==> config.mk <==
export PLATFORM = sky130hd
export DESIGN_NAME = gf_alu_n_pipe
export DESIGN_NICKNAME = d
export VERILOG_FILES = /design/src/rtl/gf_alu_pkg.sv /design/src/rtl/gf_alu_slice.sv /design/src/rtl/gf_alu_n_pipe.sv
export SDC_FILE = /design/constraint.sdc
export NUM_CORES = 1
export LEC_CHECK = 0
export ABC_CLOCK_PERIOD_IN_PS = 9420
export CORE_UTILIZATION = 45
export CTS_CLUSTER_DIAMETER = 200
export DETAILED_ROUTE_END_ITERATION = 10
export PLACE_DENSITY_LB_ADDON = 0.1
export SLEW_MARGIN = 20
export SYNTH_ARGS = -nofsm -noshare
export SYNTH_HDL_FRONTEND = slang
export SYNTH_SLANG_ARGS = --single-unit
==> constraint.sdc <==
create_clock -name gclk -period 9.42 [get_ports gclk]
set_clock_uncertainty 0.2 [all_clocks]
set_input_delay 2.826 -clock gclk [delete_from_list [all_inputs] [get_ports gclk]]
set_output_delay 2.826 -clock gclk [all_outputs]
set_load 0.03 [all_outputs]
==> src/rtl/gf_alu_pkg.sv <==
// Shared encodings and helpers for the word-serial gf ALU.
package gf_alu_pkg;

    localparam logic [2:0] OP_NONE  = 3'b000;
    localparam logic [2:0] OP_XOR   = 3'b001;
    localparam logic [2:0] OP_AND   = 3'b010;
    localparam logic [2:0] OP_ARITH = 3'b100;

    typedef enum logic {ST_FIRST = 1'b0, ST_CHAIN = 1'b1} state_t;

    function automatic logic op_is_onehot(input logic [2:0] op);
        return (op == OP_XOR) || (op == OP_AND) || (op == OP_ARITH);
    endfunction

endpackage

==> src/rtl/gf_alu_slice.sv <==
// Combinational WIDTH-bit complement / logic / add core for one slice.
module gf_alu_slice
    import gf_alu_pkg::*;
#(
    parameter int WIDTH = 8
) (
    input  logic [WIDTH-1:0] x,
    input  logic [WIDTH-1:0] y,
    input  logic             cmpl_x,
    input  logic             cmpl_y,
    input  logic [2:0]       op,
    input  logic             cin,
    output logic [WIDTH-1:0] sum,
    output logic             cout,
    output logic             c_msb
);

    logic [WIDTH-1:0] a, b;
    logic [WIDTH:0]   full;
    logic [WIDTH-1:0] low;

    assign a    = x ^ {WIDTH{cmpl_x}};
    assign b    = y ^ {WIDTH{cmpl_y}};
    assign full = {1'b0, a} + {1'b0, b} + {{WIDTH{1'b0}}, cin};
    // Sum of the lower WIDTH-1 bits; its top bit is the carry into the MSB.
    assign low  = {1'b0, a[WIDTH-2:0]} + {1'b0, b[WIDTH-2:0]} + {{(WIDTH-1){1'b0}}, cin};

    always_comb begin
        sum   = '0;
        cout  = 1'b0;
        c_msb = 1'b0;
        case (op)
            OP_XOR:   sum = a ^ b;
            OP_AND:   sum = a & b;
            OP_ARITH: begin
                sum   = full[WIDTH-1:0];
                cout  = full[WIDTH];
                c_msb = low[WIDTH-1];
            end
            default: ;
        endcase
    end

endmodule

==> src/rtl/gf_alu_n_pipe.sv <==
// Word-serial gf ALU: stream FSM, inter-slice carry / zero tracking and a
// LAT-deep balanced output pipeline.
module gf_alu_n_pipe
    import gf_alu_pkg::*;
#(
    parameter int WIDTH = 8,
    parameter int LAT   = 2
) (
    input  logic             gclk,
    input  logic             rst,
    input  logic             In_valid,
    input  logic [WIDTH-1:0] X,
    input  logic [WIDTH-1:0] Y,
    input  logic             Carry_in,
    input  logic             End,
    input  logic             Cmpl_X,
    input  logic             Cmpl_Y,
    input  logic             Op_XOR,
    input  logic             Op_AND,
    input  logic             Op_ARITH,
    output logic             Out_valid,
    output logic             Out_last,
    output logic [WIDTH-1:0] Sum,
    output logic             Carry_out,
    output logic             Overflow,
    output logic             Zero
);

    typedef struct packed {
        logic             last;
        logic [WIDTH-1:0] sum;
        logic             cout;
        logic             ovf;
        logic             zero;
    } res_t;

    state_t           state, state_nxt;
    logic             carry_q, zero_acc;
    logic [2:0]       op_raw, op;
    logic             is_arith, c_sel, zacc_cur, sum_zero;
    logic [WIDTH-1:0] s_sum;
    logic             s_cout, s_cmsb;
    res_t             res;
    logic [LAT:1]     vld_pipe;
    res_t             dat_pipe [1:LAT];

    assign op_raw   = {Op_ARITH, Op_AND, Op_XOR};
    assign op       = op_is_onehot(op_raw) ? op_raw : OP_NONE;
    assign is_arith = (op == OP_ARITH);
    assign c_sel    = (state == ST_FIRST) ? Carry_in : carry_q;
    assign zacc_cur = (state == ST_FIRST) ? 1'b1 : zero_acc;
    assign sum_zero = (s_sum == '0);

    gf_alu_slice #(.WIDTH(WIDTH)) u_slice (
        .x      (X),
        .y      (Y),
        .cmpl_x (Cmpl_X),
        .cmpl_y (Cmpl_Y),
        .op     (op),
        .cin    (c_sel),
        .sum    (s_sum),
        .cout   (s_cout),
        .c_msb  (s_cmsb)
    );

    always_comb begin
        res      = '0;
        res.last = End;
        res.sum  = s_sum;
        res.cout = s_cout;
        res.ovf  = is_arith & End & (s_cmsb ^ s_cout);
        res.zero = End & zacc_cur & sum_zero;
    end

    always_comb begin
        state_nxt = state;
        if (In_valid) state_nxt = End ? ST_FIRST : ST_CHAIN;
    end

    always_ff @(posedge gclk or posedge rst) begin
        if (rst) state <= ST_FIRST;
        else     state <= state_nxt;
    end

    always_ff @(posedge gclk or posedge rst) begin
        if (rst) begin
            carry_q  <= 1'b0;
            zero_acc <= 1'b1;
        end else if (In_valid) begin
            carry_q  <= is_arith & s_cout;
            zero_acc <= End | (zacc_cur & sum_zero);
        end
    end

    // Idle beats enter the pipe as zeros so outputs stay quiet between results.
    always_ff @(posedge gclk or posedge rst) begin
        if (rst) begin
            vld_pipe <= '0;
            for (int i = 1; i <= LAT; i++) dat_pipe[i] <= '0;
        end else begin
            vld_pipe[1] <= In_valid;
            dat_pipe[1] <= In_valid ? res : '0;
            for (int i = 2; i <= LAT; i++) begin
                vld_pipe[i] <= vld_pipe[i-1];
                dat_pipe[i] <= dat_pipe[i-1];
            end
        end
    end

    assign Out_valid = vld_pipe[LAT];
    assign Out_last  = dat_pipe[LAT].last;
    assign Sum       = dat_pipe[LAT].sum;
    assign Carry_out = dat_pipe[LAT].cout;
    assign Overflow  = dat_pipe[LAT].ovf;
    assign Zero      = dat_pipe[LAT].zero;

endmodule

== Yosys cells after proc, flatten, opt, wreduce, memory -nomap -nowiden ==
Index checks and enable logic that the tools add are counted.
Storage, ports and cells
  flip-flop bits (word level): 29
  output and inout bits: 13
  logic and storage cells: 47
Operators by class
  add/sub/neg operators: 4
  eq/ne operators: 6
  muxes and demuxes: 8
  bitwise operators: 12
  reductions and logical operators: 3
Operators with widths (count)
  one-hot mux 8 bit (3 select lines): 1
  bitwise XOR 8 bit: 3
  2-to-1 mux 12 bit: 1
  adder 8 x 8 -> 9 bit: 1
  adder 9 x 1 -> 9 bit: 1
  adder 7 x 7 -> 8 bit: 1
  adder 8 x 1 -> 8 bit: 1
  AND 8 bit: 1
  zero test 8 bit: 1
  AND 1 bit: 6
  equality test 3 x 1 -> 1 bit, second input constant: 2
  equality test 3 x 2 -> 1 bit, second input constant: 2
  equality test 3 bit, second input constant: 2
  2-to-1 mux 1 bit: 5
  2-to-1 mux 3 bit: 1
  logical OR 1 bit: 2
  bitwise OR 1 bit: 1
  bitwise XOR 1 bit: 1

== Depth between registers and ports, before layout ==
Gate-level depths: netlist (run 1).
  word-level depth: 9
  mapped depth: 11
  mapped depth without buffers: 10

== Hierarchy ==
A second synthesis (run 1) with hierarchy kept.
Unflattened totals
  cell total of the unflattened synthesis: 160
  area total of the unflattened synthesis: 1685.4 sq um
Modules (own cells, without submodules)
  gf_alu_n_pipe: times used 1, cells an instance 69, area each 988.4 sq um
  gf_alu_slice: times used 1, cells an instance 91, area each 696.9 sq um

== Least setup slack after synthesis (run 1) ==
No wires, ideal clock.
  kind: input port to flip-flop
  start point: input port Cmpl_Y
  end point: register zero_acc
  library setup time: 0.072 ns
  arrival: 5.633 ns
  setup slack: 3.515 ns
  stages on the path: 11
  buffers on the path: 1
  cell sequence: clkbuf_1 xor2_1 fa_1 inv_1 fa_1 nor4b_2 a211oi_1 o21ai_1 or4_1 or4b_1 o21ai_1
On the way
  longest elaborated chain between the ends: 7
  elaborated cells between the ends (all ways): 9
  those cells by class: add/sub: 2; mux: 1; bitwise: 5; reduce/logical: 1
Ends and longest elaborated chain
  from (decl): RTL line gf_alu_n_pipe.sv:17  | input logic Cmpl_Y,
  bitwise XOR 8 bit *: RTL line gf_alu_slice.sv:23  | assign b = y ^ {WIDTH{cmpl_y}};
  adder 8 x 8 -> 9 bit: RTL line gf_alu_slice.sv:24  | assign full = {1'b0, a} + {1'b0, b} + {{WIDTH{1'b0}}, cin};
  adder 9 x 1 -> 9 bit: RTL line gf_alu_slice.sv:24
  one-hot mux 8 bit (3 select lines) *: RTL line gf_alu_slice.sv:32  | case (op)
  zero test 8 bit *: RTL line gf_alu_n_pipe.sv:52  | assign sum_zero = (s_sum == '0);
  AND 1 bit *: RTL line gf_alu_n_pipe.sv:91  | zero_acc <= End | (zacc_cur & sum_zero);
  bitwise OR 1 bit *: RTL line gf_alu_n_pipe.sv:91
  to (signal assigned): RTL line gf_alu_n_pipe.sv:91
  to (decl): RTL line gf_alu_n_pipe.sv:38  | logic carry_q, zero_acc;
Mark *: on every way between the ends. The rest lies on a longest branch, timed or not.
A chain may end at the register's enable or synchronous reset.

== Worst setup path in the final report (run 1) ==
Same ends and word-level chain as after synthesis.

==> impl_metrics.tcl, run 1 <==
set metrics [dict create \
    crit_required_ns 9.42 \
    switching_share_pct 29.34 \
    final_cell_mix "38 x clkdlybuf4s50_1, 28 x dfrtp_1, 16 x xor2_1" \
    period_share_pct 66.87 \
    fmax_ghz 0.1588 \
    final_nets 235 \
    tns_ns 0 \
    layout_commonest_cell "clkdlybuf4s50_1" \
    place_inst 240 \
    fp.dieH_um 64.17 \
    slew_headroom_pct 62.08 \
    htreeDepth 2 \
    fin_util_pct 58.99 \
    ys_ff_latch 29 \
    syn-instance-count 169 \
    grt_start_max_net_pins 30 \
    start_util_pct 47.15 \
    grt_overflow 0 \
    die_w_um 64.17 \
    seqPwrFrac_pct 40.2 \
    port_buffers 38 \
    multiInputGateArea_um2 888.4 \
    synth_area_um2 1739 \
    cts-root-buf "clkbuf_8" \
    gp_congestion 0.8845 \
    yosysUniqueCellTypes 54 \
    vias_per_cell 5.484 \
    hpwl_um 2651 \
    syn-num-nets 205 \
    synth_area_leaders "dfrtp_1 40%, xor2_1 8.1%, ha_1 5.8%" \
    ant_nets 0 \
    drive_above_1_share_pct 10.50 \
    internal_power_w 0.0002381 \
    final_cells 248 \
    holdBufCountCts 0 \
    hold_path.class "flip-flop to flip-flop" \
    slew_viol_final 0 \
    critical_path_arrival_ns 6.30 \
    p_comb_share_pct 30.2 \
    synth_area_leader_cell "dfrtp_1" \
    area_growth_syn_to_layout_pct 25.11 \
    syn_area_per_cell_um2 10.29 \
    ff2ff_setup_slack_ns 6.18 \
    ir_worst_vdd_uv 50.73 \
    synth_edf_count 0 \
    core_um2 3689 \
    synth_warnings 0 \
    leakagePower_nw 0.9833 \
    ys_seq_area_share_pct 41.80 \
    netlist.area_leader.share_pct 40.29 \
    switching_power_w 0.00009890 \
    crit_type "primary input to flip-flop" \
    ctsResizeCount 0 \
    clock_path_buffers 2 \
    grt_pass1_vias 1275 \
    drt_iter0_markers 43 \
    worstMarginPinSlew_ns 0.5680 \
    crit_path_start_kind "primary input" \
    cap_violations 0 \
    async_reset_ff_share_pct 100.0 \
    place_area_um2 2086 \
    critPathCaptureType "flip-flop" \
    hold_viol_final 0 \
    insertion_delay_ns 0.27 \
    clock_sinks 29 \
    cts_tree "built" \
    nFillCells 339 \
    rows 22 \
    dieArea_um2 4117 \
    grt_antenna_before_repair 0 \
    setup_viol 0 \
    vias 1360 \
    cts_buffers 5 \
    antenna_cells 0 \
    powerDensity_nw_per_um2 154.9 \
    final_area_um2 2176 \
    cp_max_fo 8 \
    outcome "complete, no violations" \
    clkPwrFrac_pct 29.6 \
    io_pins 39 \
    post_cts_buffers 0 \
    wl_um 3352 \
    grt_setup_unrepaired "no" \
    grt.total_usage_pct 18.04 \
    total_power_w 0.0003370 \
    synth_ff_type "dfrtp_1" \
    drc 0 \
    register_area_um2 726.9 \
    grt_pass1_wl_um 5664 \
    clkTransAtPathRegs_ns 0.05 \
    firstDrtPassIters 4 \
    post-route-min-period_ns 6.299 \
    detail_route.wl_per_cell_um 13.52 \
]
## per-layer routing
| layer | vias to the layer above | track usage [%] | wire (µm) |
|---|---|---|---|
| met2 | 56 | 28.99 | 1622 |
| li1 | 648 | - | - |
| met1 | 644 | 22.29 | 1435 |
| met3 | 12 | 4.464 | 179 |
| met5 | - | 0 | 0 |
| met4 | 0 | 9.444 | 114 |
## power by group through the flow
stage	sequential (W)	combinational (W)	clock, W
finish	0.000135	0.000102	0.0000997
global route	0.000136	0.000112	0.000110
CTS	0.000136	0.000102	0.000103
detailed placement	0.000138	0.000101	0
global placement	0.000137	0.0000993	0
floorplan	0.000139	0.0000708	0
## through the flow
step	worst slack, ns	hold WS (ns)
2_1_floorplan	3.515	0.1312
5_1_grt	2.887	0.1534
3_3_place_gp	3.013	0.1324
6_report	3.121	0.1440
3_5_place_dp	2.854	0.1347
4_1_cts	3.134	0.1456
## logic make-up (layout without fill, tap and decap cells)
kind of cell | count (synthesis) | in the layout | synth area share, %
fa+ha+maj | 10 | 10 | 8.058
buf+inv | 23 | 54 | 7.122
mux | 2 | 2 | 1.223
xor+xnor | 16 | 16 | 8.057
simple gates | 48 | 48 | 16.84
compound gates | 41 | 41 | 16.91
flops | 29 | 29 | 41.80
## synthesized netlist by cell type (4+ instances only)
cell type and instances:
clkbuf_1 5, ha_1 8, nand3_1 6, xor2_1 16
a21oi_1 12, and2_1 4, nor2_1 12, dfrtp_1 28
inv_1 7, buf_4 10, nand2_1 6, o21ai_0 5
## final cells by class
type	instances	area share, %
inverter	8	1.380
multi-input combinational	117	40.83
sequential	29	33.41
timing repair buffer	38	17.48
tap	48	2.760
clock buffer	8	4.140
## sequential cells by signal, indices dropped and copies added (netlist names)
signal     count
carry_q        1
state          1
Sum            8
dat_pipe      12
Out_last       1
zero_acc       1
Zero           1
Overflow       1
vld_pipe       2
Carry_out      1
## path summary, 6_finish.rpt
path / start / end / depth (start not counted)
worst max-delay path: Cmpl_Y / zero_acc / 11
worst min-delay path: dat_pipe[14] / Carry_out / 0
worst max register to register: state / zero_acc / 10
worst min register to register: dat_pipe[14] / Carry_out / 0
max in group asynchronous: rst / zero_acc / 2
min in group asynchronous: rst / dat_pipe[18] / 2
## critical path, stage by stage
cell and delay (ns):
clkdlybuf4s50_1 0.73, xor2_1 0.33, fa_1 0.28, inv_1 0.07, fa_1 0.50, nor4b_2 0.05
a211oi_1 0.32, o21ai_1 0.11, or4_1 0.39, or4b_1 0.54, o21ai_1 0.15
Power figures use the tool's default switching activity.
==> run 2: changes to the inputs <==
--- a/config.mk
+++ b/config.mk
@@ -5,7 +5,7 @@
 export SDC_FILE = /design/constraint.sdc
 export NUM_CORES = 1
 export LEC_CHECK = 0
-export ABC_CLOCK_PERIOD_IN_PS = 9420
+export ABC_CLOCK_PERIOD_IN_PS = 5550
 export CORE_UTILIZATION = 45
 export CTS_CLUSTER_DIAMETER = 200
 export DETAILED_ROUTE_END_ITERATION = 10
==> constraint.sdc (replaced) <==
create_clock -name gclk -period 5.55 [get_ports gclk]
set_clock_uncertainty 0.2 [all_clocks]
set_input_delay 1.665 -clock gclk [delete_from_list [all_inputs] [get_ports gclk]]
set_output_delay 1.665 -clock gclk [all_outputs]
set_load 0.03 [all_outputs]
==> run 2 against run 1 <==
Net effect:
- hold slack improved by 0.00073 ns
- clock power rose by 53%
- via count down 2.9%
- first-iteration DRC count up 26%
- highest routed layer unchanged
==> impl_metrics.tcl, run 2 (synthesis results as in run 1) <==
set metrics [dict create \
    outcome "complete, no violations" \
    p_comb_share_pct 31.0 \
    nFillCells 352 \
    grt.total_usage_pct 17.31 \
    post_cts_buffers 0 \
    vias_per_cell 5.280 \
    detail_route.wl_per_cell_um 12.81 \
    grt_pass1_vias 1250 \
    grt_start_max_net_pins 30 \
    crit_type "primary input to flip-flop" \
    drt_iter0_markers 54 \
    switching_power_w 0.0001624 \
    core_um2 3689 \
    grt_overflow 0 \
    internal_power_w 0.0003926 \
    start_util_pct 47.15 \
    grt_setup_unrepaired "no" \
    final_cell_mix "38 x clkdlybuf4s50_1, 28 x dfrtp_1, 16 x xor2_1" \
    final_cells 250 \
    place_inst 242 \
    leakagePower_nw 0.9869 \
    firstDrtPassIters 4 \
    insertion_delay_ns 0.26 \
    hold_path.class "flip-flop to flip-flop" \
    grt_antenna_before_repair 0 \
    seqPwrFrac_pct 41.4 \
    vias 1320 \
    grt_pass1_wl_um 5547 \
    drive_above_1_share_pct 10.89 \
    slew_viol_final 0 \
    cp_max_fo 3 \
    htreeDepth 2 \
    critPathCaptureType "flip-flop" \
    ir_worst_vdd_uv 95.41 \
    clkPwrFrac_pct 27.6 \
    top_register "dat_pipe" \
    switching_share_pct 29.26 \
    drc 0 \
    holdBufCountCts 0 \
    slew_headroom_pct 62.61 \
    worstMarginPinSlew_ns 0.5600 \
    io_pins 39 \
    gp_congestion 0.9415 \
    post-route-min-period_ns 4.830 \
    final_nets 237 \
    hpwl_um 2547 \
    place_area_um2 2101 \
    die_w_um 64.17 \
    critical_path_arrival_ns 4.82 \
    period_share_pct 87.02 \
    largest_reg_flops 12 \
    cap_violations 0 \
    fmax_ghz 0.2071 \
    wl_um 3202 \
    cts_buffers 5 \
    setup_viol 0 \
    crit_path_start_kind "primary input" \
    rows 22 \
    dieArea_um2 4117 \
    cts_tree "built" \
    clock_sinks 29 \
    area_growth_syn_to_layout_pct 25.40 \
    powerDensity_nw_per_um2 254.5 \
    crit_required_ns 5.54 \
    cts-root-buf "clkbuf_8" \
    layout_commonest_cell "clkdlybuf4s50_1" \
    ctsResizeCount 0 \
    clock_path_buffers 2 \
    hold_viol_final 0 \
    tns_ns 0 \
    final_area_um2 2181 \
    clkTransAtPathRegs_ns 0.05 \
    ant_nets 0 \
    port_buffers 38 \
    antenna_cells 0 \
    fp.dieH_um 64.17 \
]
[run 2: worst paths after layout]
path,from,to,slack [ns],cells past startpoint
max in group asynchronous,rst,zero_acc,3.19,2
worst min register to register,dat_pipe[13],Overflow,0.14,0
worst max register to register,state,zero_acc,2.38,10
worst max-delay path,Cmpl_Y,zero_acc,0.72,11
min in group asynchronous,rst,Sum[7],1.59,2
worst min-delay path,dat_pipe[13],Overflow,0.14,0
[run 2: through the flow]
step                hold slack [ns]  total power [W]  setup WS (ns)  util, %
CTS                          0.1469        0.0005608         0.6851    59.12
global placement             0.1316        0.0004022         0.5208    56.95
finish                       0.1448        0.0005550         0.7202    59.12
floorplan                    0.1312        0.0003558         0.8060        -
global route                 0.1526        0.0005903         0.4793    59.12
detailed placement           0.1347        0.0004043         0.3938    56.95
[run 2: metal layers]
layer | track usage, % | wire (µm) | part of all wire [%] | up-vias
li1 | - | - | - | 648
met1 | 21.95 | 1388 | 43 | 621
met2 | 28.59 | 1607 | 50 | 44
met3 | 2.321 | 134 | 4.2 | 7
met4 | 9.167 | 72 | 2.2 | 0
met5 | 0 | 0 | 0 | -
[run 2: cell type report]
| class | count | area, µm² | area share [%] |
|---|---|---|---|
| clock buffer | 8 | 80.08 | 3.672 |
| inverter | 8 | 30.03 | 1.377 |
| multi-input combinational | 117 | 888.4 | 40.73 |
| sequential | 29 | 726.9 | 33.33 |
| tap | 48 | 60.06 | 2.754 |
| timing repair buffer | 40 | 395.4 | 18.13 |
[run 2: worst max-delay path, cell delays in order]
cell,delay [ns]
clkdlybuf4s50_1,0.53
xor2_1,0.28
fa_1,0.26
inv_1,0.06
fa_1,0.49
nor4b_2,0.05
a211oi_1,0.30
o21ai_1,0.11
or4_1,0.39
or4b_1,0.53
o21ai_1,0.16
[run 2: power by group through the flow]
stage | combinational [W] | clock, W | sequential [W]
after floorplan | 0.000120 | 0 | 0.000236
after global placement | 0.000169 | 0 | 0.000233
after detailed placement | 0.000171 | 0 | 0.000233
after CTS | 0.000172 | 0.000159 | 0.000230
after global routing | 0.000190 | 0.000169 | 0.000231
final | 0.000172 | 0.000153 | 0.000230
